$ cat src/rtl/reg_file_pkg.sv
// Shared sizing defaults and types for the parametrised register file.
// Optional write-through bypass is enabled by defining REG_FILE_FORWARD_EN.
package reg_file_pkg;

    localparam int REG_FILE_DATA_W   = 16;
    localparam int REG_FILE_NUM_REGS = 32;
    localparam int REG_FILE_ADDR_W   = $clog2(REG_FILE_NUM_REGS);

    typedef logic [REG_FILE_ADDR_W-1:0] reg_addr_t;
    typedef logic [REG_FILE_DATA_W-1:0] reg_data_t;

    // Address width for a given register count, never less than one bit.
    function automatic int addr_width(input int num_regs);
        return (num_regs < 2) ? 1 : $clog2(num_regs);
    endfunction

endpackage

$ cat src/rtl/reg_file_scoreboard.sv
// Per-register busy bits.
// A reserve sets a bit and a writeback clears it; reserve wins when both hit the same register.
module reg_file_scoreboard
    import reg_file_pkg::*;
#(
    parameter int NUM_REGS = REG_FILE_NUM_REGS,
    parameter int ADDR_W   = addr_width(NUM_REGS),
    parameter int ZERO_REG = 1
) (
    input  logic              i_clk,
    input  logic              i_rst,
    input  logic              i_set_en,
    input  logic [ADDR_W-1:0] i_set_addr,
    input  logic              i_clr_en,
    input  logic [ADDR_W-1:0] i_clr_addr,
    input  logic [ADDR_W-1:0] i_look_a_addr,
    input  logic [ADDR_W-1:0] i_look_b_addr,
    output logic              o_busy_a,
    output logic              o_busy_b
);

    logic [NUM_REGS-1:0] r_busy;

    always_ff @(posedge i_clk) begin
        if (i_rst) begin
            r_busy <= '0;
        end else begin
            for (int i = 0; i < NUM_REGS; i++) begin
                if (i_set_en && (i_set_addr == ADDR_W'(i))) begin
                    r_busy[i] <= 1'b1;
                end else if (i_clr_en && (i_clr_addr == ADDR_W'(i))) begin
                    r_busy[i] <= 1'b0;
                end
            end
            if (ZERO_REG != 0) begin
                r_busy[0] <= 1'b0;
            end
        end
    end

    // Lookups see the current state, so a same-cycle reserve shows up on the next read.
    assign o_busy_a = r_busy[i_look_a_addr];
    assign o_busy_b = r_busy[i_look_b_addr];

endmodule

$ cat src/rtl/reg_file_param.sv
// Parametrised 2-read/1-write register file with immediate mux on port A and busy scoreboard.
// Define REG_FILE_FORWARD_EN to bypass same-cycle write data onto the read ports.
module reg_file_param
    import reg_file_pkg::*;
#(
    parameter int DATA_W   = REG_FILE_DATA_W,
    parameter int NUM_REGS = REG_FILE_NUM_REGS,
    parameter int ZERO_REG = 1,
    localparam int ADDR_W  = addr_width(NUM_REGS)
) (
    input  logic              i_clk,
    input  logic              i_rst,
    input  logic              i_rd_en,
    input  logic [ADDR_W-1:0] i_ra_addr,
    input  logic [ADDR_W-1:0] i_rb_addr,
    input  logic [DATA_W-1:0] i_imm,
    input  logic              i_imm_sel,
    input  logic              i_wr_en,
    input  logic [ADDR_W-1:0] i_wc_addr,
    input  logic [DATA_W-1:0] i_wr_data,
    input  logic              i_rsv_en,
    input  logic [ADDR_W-1:0] i_rsv_addr,
    output logic [DATA_W-1:0] o_ra_data,
    output logic [DATA_W-1:0] o_rb_data,
    output logic              o_ra_busy,
    output logic              o_rb_busy,
    output logic              o_rd_valid
);

    logic [DATA_W-1:0] r_regs [NUM_REGS];

    logic              w_wr_ok;
    logic              w_ra_fwd;
    logic              w_rb_fwd;
    logic              w_sb_busy_a;
    logic              w_sb_busy_b;
    logic [DATA_W-1:0] w_ra_reg;
    logic [DATA_W-1:0] w_rb_reg;
    logic [DATA_W-1:0] w_ra_next;
    logic [DATA_W-1:0] w_rb_next;
    logic              w_ra_busy_next;
    logic              w_rb_busy_next;

    reg_file_scoreboard #(
        .NUM_REGS (NUM_REGS),
        .ADDR_W   (ADDR_W),
        .ZERO_REG (ZERO_REG)
    ) u_scoreboard (
        .i_clk         (i_clk),
        .i_rst         (i_rst),
        .i_set_en      (i_rsv_en),
        .i_set_addr    (i_rsv_addr),
        .i_clr_en      (i_wr_en),
        .i_clr_addr    (i_wc_addr),
        .i_look_a_addr (i_ra_addr),
        .i_look_b_addr (i_rb_addr),
        .o_busy_a      (w_sb_busy_a),
        .o_busy_b      (w_sb_busy_b)
    );

    // Writes to the hardwired zero register are dropped, and so is any bypass of them.
    assign w_wr_ok = i_wr_en && !((ZERO_REG != 0) && (i_wc_addr == '0));

    always_ff @(posedge i_clk) begin
        if (i_rst) begin
            for (int i = 0; i < NUM_REGS; i++) begin
                r_regs[i] <= '0;
            end
        end else if (w_wr_ok) begin
            r_regs[i_wc_addr] <= i_wr_data;
        end
    end

`ifdef REG_FILE_FORWARD_EN
    assign w_ra_fwd = w_wr_ok && (i_ra_addr == i_wc_addr);
    assign w_rb_fwd = w_wr_ok && (i_rb_addr == i_wc_addr);
`else
    assign w_ra_fwd = 1'b0;
    assign w_rb_fwd = 1'b0;
`endif

    always_comb begin
        w_ra_reg = r_regs[i_ra_addr];
        w_rb_reg = r_regs[i_rb_addr];
        if ((ZERO_REG != 0) && (i_ra_addr == '0)) begin
            w_ra_reg = '0;
        end
        if ((ZERO_REG != 0) && (i_rb_addr == '0)) begin
            w_rb_reg = '0;
        end
    end

    // The immediate takes priority over any bypass on port A and is never busy.
    always_comb begin
        w_ra_next      = w_ra_reg;
        w_ra_busy_next = w_sb_busy_a;
        if (i_imm_sel) begin
            w_ra_next      = i_imm;
            w_ra_busy_next = 1'b0;
        end else if (w_ra_fwd) begin
            w_ra_next      = i_wr_data;
            w_ra_busy_next = 1'b0;
        end

        w_rb_next      = w_rb_reg;
        w_rb_busy_next = w_sb_busy_b;
        if (w_rb_fwd) begin
            w_rb_next      = i_wr_data;
            w_rb_busy_next = 1'b0;
        end
    end

    always_ff @(posedge i_clk) begin
        if (i_rst) begin
            o_ra_data  <= '0;
            o_rb_data  <= '0;
            o_ra_busy  <= 1'b0;
            o_rb_busy  <= 1'b0;
            o_rd_valid <= 1'b0;
        end else begin
            o_rd_valid <= i_rd_en;
            if (i_rd_en) begin
                o_ra_data <= w_ra_next;
                o_rb_data <= w_rb_next;
                o_ra_busy <= w_ra_busy_next;
                o_rb_busy <= w_rb_busy_next;
            end
        end
    end

endmodule

$ cat config.mk
export PLATFORM = sky130hd
export DESIGN_NAME = reg_file_param
export DESIGN_NICKNAME = d
export VERILOG_FILES = /design/src/rtl/reg_file_pkg.sv /design/src/rtl/reg_file_scoreboard.sv /design/src/rtl/reg_file_param.sv
export SDC_FILE = /design/constraint.sdc
export NUM_CORES = 1
export LEC_CHECK = 0
export ABC_CLOCK_PERIOD_IN_PS = 2450
export BUFFER_PORTS_ARGS = -buffer_cell sky130_fd_sc_hd__clkbuf_2
export CAP_MARGIN = 20
export CORE_MARGIN = 2
export CORE_UTILIZATION = 51
export CTS_BUF_LIST = sky130_fd_sc_hd__clkbuf_4 sky130_fd_sc_hd__clkbuf_8 sky130_fd_sc_hd__clkbuf_16
export DETAILED_ROUTE_END_ITERATION = 8
export PLACE_DENSITY = 0.81
export SLEW_MARGIN = 20
export SYNTH_ARGS = -nofsm -noshare
export SYNTH_HDL_FRONTEND = slang
export SYNTH_SLANG_ARGS = --single-unit
$ cat constraint.sdc
create_clock -name i_clk -period 2.45 [get_ports i_clk]
set_input_delay 0.1225 -clock i_clk [delete_from_list [all_inputs] [get_ports i_clk]]
set_output_delay 0.1225 -clock i_clk [all_outputs]
set_load 0.01 [all_outputs]
==> reports/qor.txt <==
Num CTS Buffers -> 58
GRT overflow -> 0
row cnt -> 89
Die H -> 248 µm
worst skew pair latency -> 650 ps
post-DP HPWL -> 65600 µm
distinct cell type count after synthesis -> 55
nets@finish -> 2410
TritonCTS clock tree -> done
die width -> 248 µm
final std cells w/o fill -> 3175
antenna violations before repair -> 2
RSZ-0062 raised after global routing -> no
setup ws final -> 18.3 ps
Buffers on Ports -> 92
asr flop ratio synth -> 0%
Peak VDD IR -> 0.636 mV
layout cells sized above 1 -> 26.6%
CTS Buffer Depth -> 3
DP Area -> 32600 µm²
Worst Max-Slew Pin Slew -> 1210 ps
Mapped Area -> 30400 µm²
Setup WS pre-CTS -> 129 ps
Slew headroom -> 19.4%
area of the multi-input gates -> 12800 µm²
Util after Layout -> 59.1%
class of the most critical setup path -> register to register
register area -> 16700 µm²
Critical Path End Type -> register
Worst Path Max Fanout -> 2
design area -> 34800 µm²
Inst Count DP -> 3041
Resized cells post-CTS -> 0
Final Hold Viols -> 0
total power -> 23.6 mW
Tcrit/Tclk final -> 99.3%
fillers -> 4390
biggest area consumer among synthesized cells -> edfxtp_1
crit path launch type -> register
crit path time final -> 2430 ps
WP data arrival -> 2940 ps
drt wl/cell -> 31.7 µm
Initial Utilization -> 51.5%
max cap viols -> 0
cell count after synthesis -> 2204
Worst Path Required -> 2960 ps
GRT Resource Usage Total -> 32.9%
synth top area cells -> edfxtp_1, mux4_2, and2_1
Pins Over Slew Limit -> 0
outcome -> finished clean
pwr/cell area -> 679 nW/µm²
pin count of the biggest net entering global routing -> 41
post-synth top area share -> 50.6%
Root Buffer -> clkbuf_16
vias per std cell -> 6.89
register area share after synthesis -> 55.0%
core area -> 58900 µm²
syn avg cell area -> 13.8 µm²
clk slew on worst S/H paths -> 70 ps
final setup fails -> 0
total wire length -> 101000 µm
Post-CTS Setup Bufs -> 0
Area Overhead vs Synth -> 14.8%
static leakage -> 12.6 nW
worst min-delay path category -> input port to register
Post-synth EDFFs -> 512
Iter 0 DRT Violations -> 3683
drt drc -> 0
Top FF cell, synth -> edfxtp_1
Routed Antenna Nets -> 0
Placer Congestion -> 0.977
via count -> 21900
die area -> 61500 µm²
drt first pass iters -> 6
Ys Warns -> 0
FMAX -> 411 MHz
FF+latch count, synth -> 578
number of H-tree levels -> 2
global-route wire length before repair -> 145000 µm
Fin Clk Skew -> 23.2 ps
clock sinks -> 578
io pins -> 93
vias in the first global route -> 21900
[cell families after synthesis]
group / Yosys count / share of synthesized area (%)
simple gates: 707 / 13.3
flops: 578 / 55.0
mux: 386 / 21.4
buf+inv: 234 / 3.35
compound gates: 298 / 7.02
other cells: 1 / 0.0124
[Yosys cell counts (all sizes together) (11+ instances only)]
master,count
a211oi,19
a21oi,37
o22ai,19
mux2,33
mux4,206
buf,67
nand2,109
a22oi,15
nor2b,11
o221ai,39
and2,497
dfxtp,66
clkbuf,145
edfxtp,512
mux2i,147
nor2,54
a32o,17
o21ai,81
o2111ai,15
o221a,15
inv,22
[worst paths after layout]
kind	from	endpoint	slack, ps	cells after the start
worst max register to register	r_regs[23][5]	o_ra_data[5]	20	5
worst min-delay path	i_imm_sel	o_ra_busy	30	4
worst max-delay path	r_regs[23][5]	o_ra_data[5]	20	5
worst min register to register	u_scoreboard.r_busy[26]	u_scoreboard.r_busy[26]	470	2
[metrics by stage]
stage	hold WS (ps)	TNS (ps)
5_1_grt	40.7	0
3_5_place_dp	449	0
3_3_place_gp	447	0
4_1_cts	4.78	0
6_report	34.6	0
2_1_floorplan	237	-5680
[sequential cells by signal (all words and copies together), names as in the netlist]
signal               cells
o_rb_busy                1
o_ra_busy                1
o_ra_data               16
r_regs                 512
o_rb_data               16
u_scoreboard.r_busy     31
o_rd_valid               1
[what timing repair did]
action	4_1_cts	5_1_grt
hold buffers	24	0
setup endpoints to repair	0	0
hold endpoints to repair	35	0
[cell type report]
class / count / area share (%)
well taps: 773 / 2.78
clock inverters: 33 / 0.970
clock buffers: 75 / 4.64
multi-input cells: 1407 / 36.7
diodes: 2 / 0.0144
flip-flops and latches: 578 / 47.9
repair buffers: 285 / 6.69
inverters: 22 / 0.237
[critical path, stage by stage (launching register included)]
cell	delay (ps)
edfxtp_1	390
mux4_2	480
a22oi_1	430
o2111ai_1	180
o221a_1	260
dlygate4sd3_1	570
[placed cells by master, fill, tap and decap left out, types with 4 or more instances in the layout]
| master | netlist | routed |
|---|---|---|
| edfxtp_1 | 512 | 512 |
| and2_1 | 496 | 496 |
| mux4_2 | 206 | 206 |
| mux2i_1 | 147 | 147 |
| buf_4 | 17 | 144 |
| nand2_1 | 109 | 109 |
| clkbuf_2 | 0 | 88 |
| dfxtp_1 | 66 | 66 |
| clkbuf_16 | 0 | 59 |
| o21ai_0 | 81 | 55 |
| nor2_1 | 54 | 53 |
| o221ai_1 | 39 | 39 |
| a21oi_1 | 37 | 37 |
| mux2_2 | 33 | 33 |
| buf_12 | 0 | 27 |
| dlygate4sd3_1 | 0 | 24 |
| inv_1 | 22 | 21 |
| a211oi_1 | 19 | 19 |
| o22ai_1 | 19 | 19 |
| a32o_1 | 17 | 17 |
| conb_1 | 1 | 16 |
| a22oi_1 | 15 | 15 |
| o2111ai_1 | 15 | 15 |
| o221a_2 | 14 | 14 |
| o21ai_2 | 0 | 13 |
| o21ai_1 | 0 | 13 |
| clkbuf_4 | 0 | 13 |
| clkinv_2 | 0 | 11 |
| nor2b_1 | 11 | 10 |
| clkinv_1 | 0 | 10 |
| o32ai_1 | 9 | 9 |
| a221o_1 | 9 | 9 |
| nand2b_1 | 8 | 8 |
| nand3_1 | 8 | 8 |
| bufinv_16 | 0 | 6 |
| o41ai_1 | 5 | 5 |
| clkbuf_8 | 0 | 4 |
[routing by layer]
metal / GRT usage (%) / part of all wire (%)
met3: 9.14 / 16
met2: 48.9 / 44
met5: 0 / 0
met4: 18.0 / 6.1
met1: 44.1 / 34
[power breakdown]
group / switching, mW / leakage (nW) / internal (mW)
sequential: 0.351 / 5.42 / 11.3
clock: 3.87 / 0.974 / 5.28
combinational: 1.67 / 6.17 / 1.22
Power figures use the tool's default switching activity.
